## src/rtl/tri_pkg.sv

```systemverilog
// tri_pkg: shared definitions for the triangle receiver.
//   - bit offsets and widths of the 256-bit triangle record
//   - tri_rec_t: the compacted record actually stored in the FIFO
//     (reserved bits [79:1] are dropped)
//   - state_t: frame FSM encoding
package tri_pkg;

   localparam int REC_W    = 256;
   localparam int COORD_W  = 16;
   localparam int DEPTH_W  = 16;
   localparam int COLOR_W  = 32;

   localparam int V0X_LSB  = 240;
   localparam int V0Y_LSB  = 224;
   localparam int V1X_LSB  = 208;
   localparam int V1Y_LSB  = 192;
   localparam int V2X_LSB  = 176;
   localparam int V2Y_LSB  = 160;
   localparam int COLOR_LSB = 128;
   localparam int Z0_LSB   = 112;
   localparam int Z1_LSB   = 96;
   localparam int Z2_LSB   = 80;
   localparam int RSV_MSB  = 79;
   localparam int RSV_LSB  = 1;
   localparam int LAST_BIT = 0;

   typedef struct packed {
      logic signed [COORD_W-1:0] v0x;
      logic signed [COORD_W-1:0] v0y;
      logic signed [COORD_W-1:0] v1x;
      logic signed [COORD_W-1:0] v1y;
      logic signed [COORD_W-1:0] v2x;
      logic signed [COORD_W-1:0] v2y;
      logic [COLOR_W-1:0]        color;
      logic [DEPTH_W-1:0]        z0;
      logic [DEPTH_W-1:0]        z1;
      logic [DEPTH_W-1:0]        z2;
      logic                      last;
   } tri_rec_t;

   typedef enum logic {
      RUN   = 1'b0,
      DRAIN = 1'b1
   } state_t;

endpackage

```

## src/rtl/tri_fifo.sv

```systemverilog
// tri_fifo: DEPTH-entry register FIFO.
//   clk, rst     clock, asynchronous active-low reset
//   push, pop    write / read strobes; the caller guarantees push only when
//                there is room (or a pop in the same cycle) and pop only
//                when not empty
//   wr_data      record to write
//   rd_data      head record (combinational from storage)
//   count        occupancy, 0..DEPTH
// Pointers wrap modulo DEPTH; full/empty are judged from count only.
module tri_fifo #(
   parameter int DEPTH = 4,
   parameter int WIDTH = 256,
   parameter int CW    = $clog2(DEPTH) + 1
) (
   input  logic             clk,
   input  logic             rst,
   input  logic             push,
   input  logic             pop,
   input  logic [WIDTH-1:0] wr_data,
   output logic [WIDTH-1:0] rd_data,
   output logic [CW-1:0]    count
);

   localparam int PW = $clog2(DEPTH);

   logic [WIDTH-1:0] mem [DEPTH];
   logic [PW-1:0]    wr_ptr;
   logic [PW-1:0]    rd_ptr;

   // Storage is cleared on reset so the head reads as zero out of reset.
   always_ff @(posedge clk or negedge rst) begin
      if (!rst) begin
         wr_ptr <= '0;
         rd_ptr <= '0;
         count  <= '0;
         for (int i = 0; i < DEPTH; i++) begin
            mem[i] <= '0;
         end
      end else begin
         if (push) begin
            mem[wr_ptr] <= wr_data;
            wr_ptr      <= wr_ptr + PW'(1);
         end
         if (pop) begin
            rd_ptr <= rd_ptr + PW'(1);
         end
         count <= count + CW'(push) - CW'(pop);
      end
   end

   assign rd_data = mem[rd_ptr];

endmodule

```

## src/rtl/triangle_receiver.sv

```systemverilog
// triangle_receiver: input stage of the processing unit.
//   clk, rst           clock, asynchronous active-low reset
//   i_triangle_valid   one-cycle pulse, i_triangle_data holds a record
//   i_triangle_data    256-bit triangle record
//   o_proc_ready       registered permission for upstream to send one record
//   o_tri_valid        head record available
//   i_tri_ready        downstream accepts the head record
//   o_v*/o_z*/o_color  unpacked head fields
//   o_tri_last         head record closes the frame
//   o_frame_done       one-cycle pulse after the last record is popped
//   o_overflow         sticky protocol-error flag
//   o_count            FIFO occupancy
module triangle_receiver
   import tri_pkg::*;
#(
   parameter int DEPTH = 4,
   parameter int CW    = $clog2(DEPTH) + 1
) (
   input  logic                      clk,
   input  logic                      rst,
   input  logic                      i_triangle_valid,
   input  logic [REC_W-1:0]          i_triangle_data,
   output logic                      o_proc_ready,
   output logic                      o_tri_valid,
   input  logic                      i_tri_ready,
   output logic signed [COORD_W-1:0] o_v0x,
   output logic signed [COORD_W-1:0] o_v0y,
   output logic signed [COORD_W-1:0] o_v1x,
   output logic signed [COORD_W-1:0] o_v1y,
   output logic signed [COORD_W-1:0] o_v2x,
   output logic signed [COORD_W-1:0] o_v2y,
   output logic [DEPTH_W-1:0]        o_z0,
   output logic [DEPTH_W-1:0]        o_z1,
   output logic [DEPTH_W-1:0]        o_z2,
   output logic [COLOR_W-1:0]        o_color,
   output logic                      o_tri_last,
   output logic                      o_frame_done,
   output logic                      o_overflow,
   output logic [CW-1:0]             o_count
);

   localparam logic [CW-1:0] FULL = CW'(DEPTH);

   tri_rec_t      wr_rec;
   tri_rec_t      head;
   logic [CW-1:0] count;
   logic [CW-1:0] count_next;
   logic          pop;
   logic          accept;
   logic          overflow_set;
   state_t        state;
   state_t        state_next;
   logic          ready_next;
   logic          done_next;

   // Reserved record bits are deliberately discarded before storage.
   logic unused_reserved;
   assign unused_reserved = ^i_triangle_data[RSV_MSB:RSV_LSB];

   assign wr_rec = '{
      v0x:   i_triangle_data[V0X_LSB   +: COORD_W],
      v0y:   i_triangle_data[V0Y_LSB   +: COORD_W],
      v1x:   i_triangle_data[V1X_LSB   +: COORD_W],
      v1y:   i_triangle_data[V1Y_LSB   +: COORD_W],
      v2x:   i_triangle_data[V2X_LSB   +: COORD_W],
      v2y:   i_triangle_data[V2Y_LSB   +: COORD_W],
      color: i_triangle_data[COLOR_LSB +: COLOR_W],
      z0:    i_triangle_data[Z0_LSB    +: DEPTH_W],
      z1:    i_triangle_data[Z1_LSB    +: DEPTH_W],
      z2:    i_triangle_data[Z2_LSB    +: DEPTH_W],
      last:  i_triangle_data[LAST_BIT]
   };

   // A full FIFO still accepts a record when the head leaves in the same cycle.
   assign pop          = o_tri_valid & i_tri_ready;
   assign accept       = i_triangle_valid & ((count < FULL) | pop);
   assign count_next   = count + CW'(accept) - CW'(pop);
   assign overflow_set = i_triangle_valid & (~accept | (state == DRAIN));

   tri_fifo #(
      .DEPTH (DEPTH),
      .WIDTH ($bits(tri_rec_t)),
      .CW    (CW)
   ) u_fifo (
      .clk     (clk),
      .rst     (rst),
      .push    (accept),
      .pop     (pop),
      .wr_data (wr_rec),
      .rd_data (head),
      .count   (count)
   );

   // Frame FSM next state. Upstream is throttled from the cycle after the
   // last record is accepted until that same record has been popped.
   always_comb begin
      state_next = state;
      ready_next = (count_next < FULL);
      done_next  = 1'b0;
      case (state)
         RUN: begin
            if (accept && wr_rec.last) begin
               state_next = DRAIN;
               ready_next = 1'b0;
            end
         end
         DRAIN: begin
            ready_next = 1'b0;
            if (pop && head.last) begin
               state_next = RUN;
               done_next  = 1'b1;
               ready_next = (count_next < FULL);
            end
         end
         default: begin
            state_next = RUN;
         end
      endcase
   end

   always_ff @(posedge clk or negedge rst) begin
      if (!rst) begin
         state        <= RUN;
         o_proc_ready <= 1'b0;
         o_frame_done <= 1'b0;
         o_overflow   <= 1'b0;
      end else begin
         state        <= state_next;
         o_proc_ready <= ready_next;
         o_frame_done <= done_next;
         o_overflow   <= o_overflow | overflow_set;
      end
   end

   assign o_count     = count;
   assign o_tri_valid = (count != '0);
   assign o_v0x       = head.v0x;
   assign o_v0y       = head.v0y;
   assign o_v1x       = head.v1x;
   assign o_v1y       = head.v1y;
   assign o_v2x       = head.v2x;
   assign o_v2y       = head.v2y;
   assign o_z0        = head.z0;
   assign o_z1        = head.z1;
   assign o_z2        = head.z2;
   assign o_color     = head.color;
   assign o_tri_last  = head.last;

endmodule
```

## config.mk

```make
export PLATFORM = sky130hd
export DESIGN_NAME = triangle_receiver
export DESIGN_NICKNAME = d
export VERILOG_FILES = /design/src/rtl/tri_pkg.sv /design/src/rtl/tri_fifo.sv /design/src/rtl/triangle_receiver.sv
export SDC_FILE = /design/constraint.sdc
export NUM_CORES = 1
export LEC_CHECK = 0
export ABC_AREA = 1
export BUFFER_PORTS_ARGS = -buffer_cell sky130_fd_sc_hd__buf_2
export CAP_MARGIN = 20
export CORE_MARGIN = 5
export CORE_UTILIZATION = 55
export CTS_BUF_LIST = sky130_fd_sc_hd__clkbuf_4 sky130_fd_sc_hd__clkbuf_8
export DETAILED_ROUTE_END_ITERATION = 12
export PLACE_DENSITY = 0.77
export SYNTH_ARGS = -nofsm -noshare
export SYNTH_HDL_FRONTEND = slang
export SYNTH_SLANG_ARGS = --single-unit
```

## constraint.sdc

```tcl
create_clock -name clk -period 5 [get_ports clk]
set_input_delay 0.5 -clock clk [delete_from_list [all_inputs] [get_ports clk]]
set_output_delay 0.5 -clock clk [all_outputs]
set_load 0.01 [all_outputs]
```

; ---- Yosys cells after proc, flatten, opt, wreduce, memory -nomap -nowiden
; Index checks and enable logic that the tools add are counted.
[totals]
regBits = 719
out_inout_bits = 184
elab_cells = 48
[classes]
n_addsub = 4
n_lt_le_gt_ge = 5
mux = 14
bitwise = 10
reduce_logical = 4
[ops]
columns = op, n
row1 = bitwise mux 708 bit, 1
row2 = two-way mux 177 bit, 3
row3 = binary-select mux 177 bit (select 2 bit), 1
row4 = demux 177 bit (select 2 bit), 1
row5 = ">= comparator 3 bit, second input constant", 2
row6 = "< comparator 3 bit, second input constant", 2
row7 = two-way mux 1 bit, 6
row8 = NOT 2 -> 3 bit, 2
row9 = "adder 2 x 1 -> 2 bit, second input constant", 2
row10 = one-hot mux 1 bit (2 select lines), 2
row11 = adder 3 x 1 -> 3 bit, 1
row12 = bitwise AND 1 bit, 3
row13 = logical AND 1 bit, 3
row14 = "< comparator 3 x 1 -> 1 bit, second input constant", 1
row15 = bitwise OR 1 bit, 3
row16 = nonzero test 3 bit, 1
row17 = subtractor 3 x 1 -> 3 bit, 1
row18 = NOT 1 bit, 2

; ---- Depth between registers and ports, before layout
; Gate-level depths: netlist of the first run.
[depth]
word_depth = 9
ltp_mapped = 14

; ---- Hierarchy
; From an unflattened synthesis of the first run, not the netlist that was laid out.
[unflattened]
cells_unflattened = 4603
hier_area_um2 = 34604.4
[modules_own_cells]
columns = mod, n_inst, cells_each, area_per_inst_um2
row1 = tri_fifo, 1, 4563, 34325.4
row2 = triangle_receiver, 1, 40, 279.0

; ---- Worst setup path after synthesis of the first run
; OpenSTA, ideal clock, no wires.
[synth_timing]
kind = reg-to-reg
startpoint = register u_fifo.count[1]
endpoint = register o_proc_ready
setup_ps = 121
arrival_time_ps = 2059
setup_slack_ps = 2820
path_stages_with_launch = 15
n_path_buf = 0
synth_period_minus_slack_ps = 2180
path_cell_list = dfrtp_1 > nor2_1 > nand2_1 > nand2_1 > inv_1 > ha_1 > inv_1 > ha_1 > inv_1 > fa_1 > xor2_1 > nand2_1 > nand2_1 > inv_1 > a21oi_1
[synth_between]
elab_chain_len = 9
elab_cells_between_ends = 13
cone_classes = 2 x add/sub / 2 x order compare / 3 x mux / 3 x bitwise / 3 x reduce/logical
[synth_rtl]
columns = item, line
row1 = from (decl), tri_fifo.sv:21  ; output logic [CW-1:0] count
row2 = from (signal assigned), tri_fifo.sv:47  ; count <= count + CW'(push) - CW'(pop);
row3 = nonzero test 3 bit *, triangle_receiver.sv:136  ; assign o_tri_valid = (count != '0);
row4 = named net o_tri_valid, triangle_receiver.sv:24  ; output logic o_tri_valid,
row5 = bitwise AND 1 bit *, triangle_receiver.sv:75  ; assign pop = o_tri_valid & i_tri_ready;
row6 = named net pop, triangle_receiver.sv:48  ; logic pop;
row7 = bitwise OR 1 bit, triangle_receiver.sv:76  ; assign accept = i_triangle_valid & ((count < FULL) | pop);
row8 = bitwise AND 1 bit, triangle_receiver.sv:76
row9 = adder 3 x 1 -> 3 bit, triangle_receiver.sv:77  ; assign count_next = count + CW'(accept) - CW'(pop);
row10 = subtractor 3 x 1 -> 3 bit *, triangle_receiver.sv:77
row11 = named net count_next[2], triangle_receiver.sv:47  ; logic [CW-1:0] count_next;
row12 = < comparator 3 bit *, "triangle_receiver.sv:98, triangle_receiver.sv:112"
row13 = two-way mux 1 bit (on tied branches), "triangle_receiver.sv:109, triangle_receiver.sv:102"
row14 = one-hot mux 1 bit (2 select lines) *, triangle_receiver.sv:100  ; case (state)
row15 = named net ready_next, triangle_receiver.sv:53  ; logic ready_next;
row16 = to (signal assigned), triangle_receiver.sv:129  ; o_proc_ready <= ready_next;
row17 = to (decl), triangle_receiver.sv:23  ; output logic o_proc_ready,
; The timed path passes the listed nets; every way through them passes the cells marked *.
; A chain may end at the register's enable or synchronous reset.

; ---- Final worst setup path of the first run
[layout_timing]
startpoint = register u_fifo.rd_ptr[0]
endpoint = output port o_v2x[0]
[layout_between]
elab_chain_len = 4
[layout_rtl]
columns = item, line
row1 = from (decl), tri_fifo.sv:28  ; logic [PW-1:0] rd_ptr;
row2 = from (signal assigned), tri_fifo.sv:45  ; rd_ptr <= rd_ptr + PW'(1);
row3 = NOT 2 -> 3 bit (not written as such), tri_fifo.sv:51  ; assign rd_data = mem[rd_ptr];
row4 = binary-select mux 177 bit (select 2 bit), tri_fifo.sv:51
row5 = two-way mux 177 bit (not written as such) (2 in series), tri_fifo.sv:51
row6 = to (decl), triangle_receiver.sv:30  ; output logic signed [COORD_W-1:0] o_v2x,
; No other way between the ends. The select of a mux whose other input is x is not followed.

==> results of run 1 <==
how the worst max path moves through the flow:
| stage | startpoint | end | slack (ns) |
|---|---|---|---|
| after global placement | u_fifo.rd_ptr[0] | o_v2x[0] | 2.01 |
| after floorplan | u_fifo.count[1] | o_proc_ready | 2.82 |
| final | u_fifo.rd_ptr[0] | o_v2x[0] | 1.06 |
| after CTS | u_fifo.rd_ptr[0] | o_v2x[0] | 1.20 |
| after global routing | u_fifo.rd_ptr[0] | o_color[22] | 1.02 |
| after detailed placement | u_fifo.rd_ptr[0] | o_v2x[0] | 1.98 |
registers in the layout, summed over array words and instances (netlist names):
name,count
o_frame_done,1
o_overflow,1
o_proc_ready,1
state,1
u_fifo.count,3
u_fifo.mem,708
u_fifo.rd_ptr,2
u_fifo.wr_ptr,2
cell type report:
| cell class | instances | area share, % |
|---|---|---|
| antenna | 14 | 0.0904 |
| clock buffer | 197 | 6.22 |
| clock inverter | 17 | 0.326 |
| inverter | 24 | 0.359 |
| multi-input combinational | 3045 | 34.4 |
| sequential | 719 | 46.5 |
| tap | 782 | 2.53 |
| timing repair buffer | 542 | 9.57 |
what timing repair did:
item                                    CTS  global route
endpoints found under the hold margin   488             0
endpoints found under the setup margin    0             0
hold buffers                            131             0
layer usage:
layer | track usage, % | wire length (um)
met2 | 48.6 | 48200
met1 | 39.0 | 40100
met3 | 5.47 | 7710
met4 | 11.4 | 3260
met5 | 0 | 34
Yosys cell counts (all sizes together):
library cell	instances	area share, %
buf	126	2.5
clkbuf	221	2.5
o22ai	176	3.3
inv	24	0.28
xor2	3	0.079
nor2	362	4.2
o21ai	1062	16
fa	1	0.061
ha	6	0.23
a21boi	1	0.057
a21oi	1	0.015
nand3	1	0.015
nand2	1431	16
xnor2	1	0.026
dfrtp	719	54
cells by family (layout without fill, tap and decap cells):
| kind of cell | count (synthesis) | count (layout) |
|---|---|---|
| AOI/OAI and AO/OA | 1240 | 1240 |
| xor gates and xnor gates | 4 | 4 |
| adders and majority gates | 7 | 7 |
| buffers and inverters | 371 | 780 |
| DFF | 719 | 719 |
| other | 0 | 14 |
| and+or+nand+nor | 1794 | 1794 |
power by group through the flow:
stage	Combinational, mW	Sequential (mW)	Clock, mW
after floorplan	7.69	9.38	0
after global placement	11.5	9.73	0
after detailed placement	11.7	9.83	0
after CTS	11.8	9.75	5.50
after global routing	13.1	10.1	5.76
final	11.9	9.80	5.43
metrics by stage:
stage	std cells	util (%)	area [um^2]	hold WS [ns]	setup slack [ns]
CTS	5326	64.5	38700	0.000400	1.20
global route	5337	64.5	38700	0.0262	1.02
finish	5340	64.5	38700	0.0502	1.06
detailed placement	4981	58.1	34800	0.463	1.98
floorplan	4135	-	33100	0.204	2.82
global placement	4981	58.1	34800	0.443	2.01
worst max-delay path, cell delays in order (launching register included):
cell and delay, ns:
dfrtp_4 0.77, inv_8 0.64, buf_4 0.45, o21ai_0 0.12
o22ai_1 0.23, buf_2 0.19
==> reports/results.ini, run 1 <==
[outcome]
outcome=finished clean

[drt]
drtIter0Drc=3271
wl_mm=99.2
drc=0
vias_per_cell=5.69
ant_nets=0
dr.pass1.iters=5
route.vias.total=30400
wl_per_cell_um=18.6

[pwr]
powerDensity_nw_per_um2=699
power_mw=27.1
p_sw_mw=11.7
p_int_mw=15.3
leakagePower_nw=19.1
p_seq_share_pct=36.2
switching_share_pct=43.3
p_comb_share_pct=43.8
peakVddDrop_mv=0.410
clkPwrFrac_pct=20.0

[global_route]
grt_overflow=0
grt_max_degree=265
antenna_found_initial=16
grt_pass1_vias=29500
grt_pass1_wl_mm=156
grt_use_total_pct=29.4

[final_layout]
mostFrequentLayoutCell=nand2_1
fin_nets=4715
drive_gt1_share_pct=14.1
fillerInstances=5089
layout_common_cells=nand2_1 (1,431), o21ai_0 (732), dfrtp_1 (717), buf_2 (363), nor2_1 (358)
multi_input_area_um2=13300
seq_area_um2=18000
syn2layout_area_growth_pct=17.1

[sta]
fmax_ghz=0.254
clock_skew_ns=0.0284
hold_violations=0
rsz0062_at_grt=false
fin_crit_sh_pct=78.8
final_max_slew_viol_count=0
finalSetupViolations=0
fin_crit_ns=3.94
slew_headroom_pct=23.0
worstMarginPinSlew_ns=1.16
final.setup.tns_ns=0

[clock_tree]
cts_buffers=116
cts.sinks=719
cts_buffer_depth=3
cts-root-buf=clkbuf_8
clkTransAtPathRegs_ns=0.06
ctsResizeCount=0
insertion_delay_ns=0.72
htreeDepth=3
cts_tree=done
cts_setup_buffers=0

[min_path]
worstHoldPathCells=3
min_to=u_fifo.mem[188]
min-delay-start=i_triangle_data[90]
hold_class=input port to flop

[yosys]
yosys.area_share.simple_pct=20.5
yosysSeqAreaShare_pct=54.4
ys_ff_latch=719
synth_top_family_by_area=simple AND/OR/NAND/NOR gates
synth_area_per_cell_um2=8.00
synth_fa_ha_area_share_pct=0.287
netlist_instances=4135
ys_warn_count=0
synth_nets=4402
syn_area_um2=33100
synth_xor_area_share_pct=0.106
synth.distinct_cells=21
muxShareOfSynthArea_pct=0
synth_compound_area_share_pct=19.5

[floorplanning]
io_pins=444
fp.coreArea_um2=60000
dieArea_um2=65200
dieHeight_um=255
rows=90
die_x_um=255
start_util_pct=55.1

[flow_run]
drv_cap=0

[critical_path]
cp.required_ns=4.50
rr_startpoint=u_fifo.count[2]
r2r_cells=6
path_max_fanout=149
crit_arrival_ns=3.44
r2r_end=u_fifo.mem[106]
worstSetupStartpointType=flop
end_kind=output pin
criticalPathCategory=flop to output pin
ff2ff_setup_slack_ns=2.02

[placement]
place_congestion=0.797
dp_hpwl_mm=51.1
port_buffers=364

Power figures use the tool's default switching activity.
==> run 2: changes to the inputs <==
- CORE_UTILIZATION: 55 -> 54
- PLACE_DENSITY: 0.77 -> 0.78
- clock period: 5 -> 3.16 ns (I/O delays scaled with it)
==> run 2 against run 1 <==
Net effect: wire length is 3.7% higher; non-clock buffer count is 80 higher; combinational power rose by 66%; critical path depth fell by 1; cell count rose by 1.4%; first-iteration DRC count up 4.5%; critical path type unchanged; largest power group unchanged; highest routed layer is now met4.
==> reports/results.ini, run 2 (same netlist as run 1, synthesis figures left out) <==
[outcome]
outcome=finished clean

[critical_path]
path_max_fanout=168
cp.required_ns=2.84
end_kind=output pin
path_cells=buf_16, o21ai_0, o22ai_1, buf_2
slowest_stage=dfrtp_4
ff2ff_setup_slack_ns=0.82
r2r_end=u_fifo.mem[427]
r2r_cells=5
rr_startpoint=u_fifo.count[2]
max_stage_delay_ns=0.73
worstSetupStartpointType=flop
crit_arrival_ns=2.84
criticalPathCategory=flop to output pin

[floorplanning]
fp.coreArea_um2=60500
io_pins=444
dieArea_um2=66300
rows=90
start_util_pct=54.7
dieHeight_um=258
die_x_um=258

[clock_tree]
cts.sinks=719
cts_buffer_depth=3
clkTransAtPathRegs_ns=0.06
insertion_delay_ns=0.74
cts_tree=done
htreeDepth=3
cts-root-buf=clkbuf_8
cts_buffers=116

[final_layout]
syn2layout_area_growth_pct=20.1
mostFrequentLayoutCell=nand2_1
largest_reg_flops=708
fin_nets=4795
fillerInstances=4919
top_regs=u_fifo.mem x708, u_fifo.count x3
fin_util_pct=65.7
top_register=u_fifo.mem
drive_gt1_share_pct=14.5
stdcell_area_um2=39700
layout_common_cells=nand2_1 (1,431), o21ai_0 (729), dfrtp_1 (717), buf_2 (363), nor2_1 (358)

[sta]
holdWs_ns=0.144
fin_crit_sh_pct=99.8
hold_violations=0
slew_headroom_pct=32.0
fin_crit_ns=3.15
finalSetupViolations=0
clock_skew_ns=0.0435
worstMarginPinSlew_ns=1.02
final_max_slew_viol_count=0
rsz0062_at_grt=true
fmax_ghz=0.317

[pwr]
leakagePower_nw=19.6
powerDensity_nw_per_um2=1100
peakVddDrop_mv=0.875

[placement]
port_buffers=364
dp_hpwl_mm=53.9
place_congestion=0.795
place_area_um2=35300

[min_path]
hold_class=input port to async pin

[drt]
wl_mm=103
drtIter0Drc=3419
ant_nets=0
dr.pass1.iters=8
met3_length_mm=8.69
route.vias.total=31300
wl_per_cell_um=19.0
drc=0
dr.max_layer_used=met4
wl_met1_mm=41.2
vias_per_cell=5.78
met2WireLength_mm=49.4

[global_route]
antenna_found_initial=11
grt_pass1_vias=30400
grt_pass1_wl_mm=163
grt_use_total_pct=29.8
grt_overflow=0
grt_max_degree=219

[flow_run]
drv_cap=0

-- run 2: how the worst max path moves through the flow --
stage	start	endpoint	slack [ns]
floorplan	u_fifo.count[1]	o_proc_ready	0.98
global placement	u_fifo.rd_ptr[0]	o_v2y[6]	0.79
detailed placement	u_fifo.rd_ptr[0]	o_v2y[6]	0.78
CTS	u_fifo.rd_ptr[0]	o_v2y[9]	0.002
global route	u_fifo.rd_ptr[0]	o_v2x[10]	-0.04
finish	u_fifo.rd_ptr[0]	o_v1x[9]	0.007
-- run 2: per-layer routing --
metal | up-vias | track usage, %
met1 | 15000 | 39.4
met2 | 1543 | 48.9
met4 | 0 | 11.4
li1 | 14400 | -
met5 | - | 0
met3 | 264 | 5.96
-- run 2: metrics by stage --
stage	cells	power [mW]	TNS (ns)	worst slack (ns)
final	5416	43.7	0	0.00721
after global routing	5415	46.7	-0.275	-0.0388
after floorplan	4135	27.0	0	0.980
after global placement	5010	33.9	0	0.789
after CTS	5403	43.3	0	0.00231
after detailed placement	5010	34.4	0	0.776
-- run 2: repair_timing --
action | CTS | global route
gates resized for setup | 3 | 7
cloned | 0 | 1
buffers inserted | 0 | 1
hold buffers | 180 | 0
hold endpoints to repair | 775 | 0
setup endpoints to repair | 13 | 46
-- run 2: worst max-delay path, delay by kind of cell, from the launching register on --
kind,cells,cell delay (ns)
AOI/OAI and AO/OA,2,0.50
buffers and inverters,2,0.67
DFF,1,0.73
-- run 2: cell type report --
class                   count  area [um^2]  area share [%]
diodes                     11         27.5          0.0693
well taps                 782          978            2.46
clock inverters            13          125           0.315
flip-flops and latches    719        18000            45.3
repair buffers            622         4680            11.8
clock buffers             200         2430            6.11
multi-input cells        3045        13300            33.6
inverters                  24          158           0.397
-- run 2: power breakdown --
part / switching (mW) / total, mW / internal (mW)
clock network: 3.74 / 8.63 / 4.89
logic: 13.2 / 19.7 / 6.45
registers: 2.03 / 15.4 / 13.4
total: 19.0 / 43.7 / 24.7
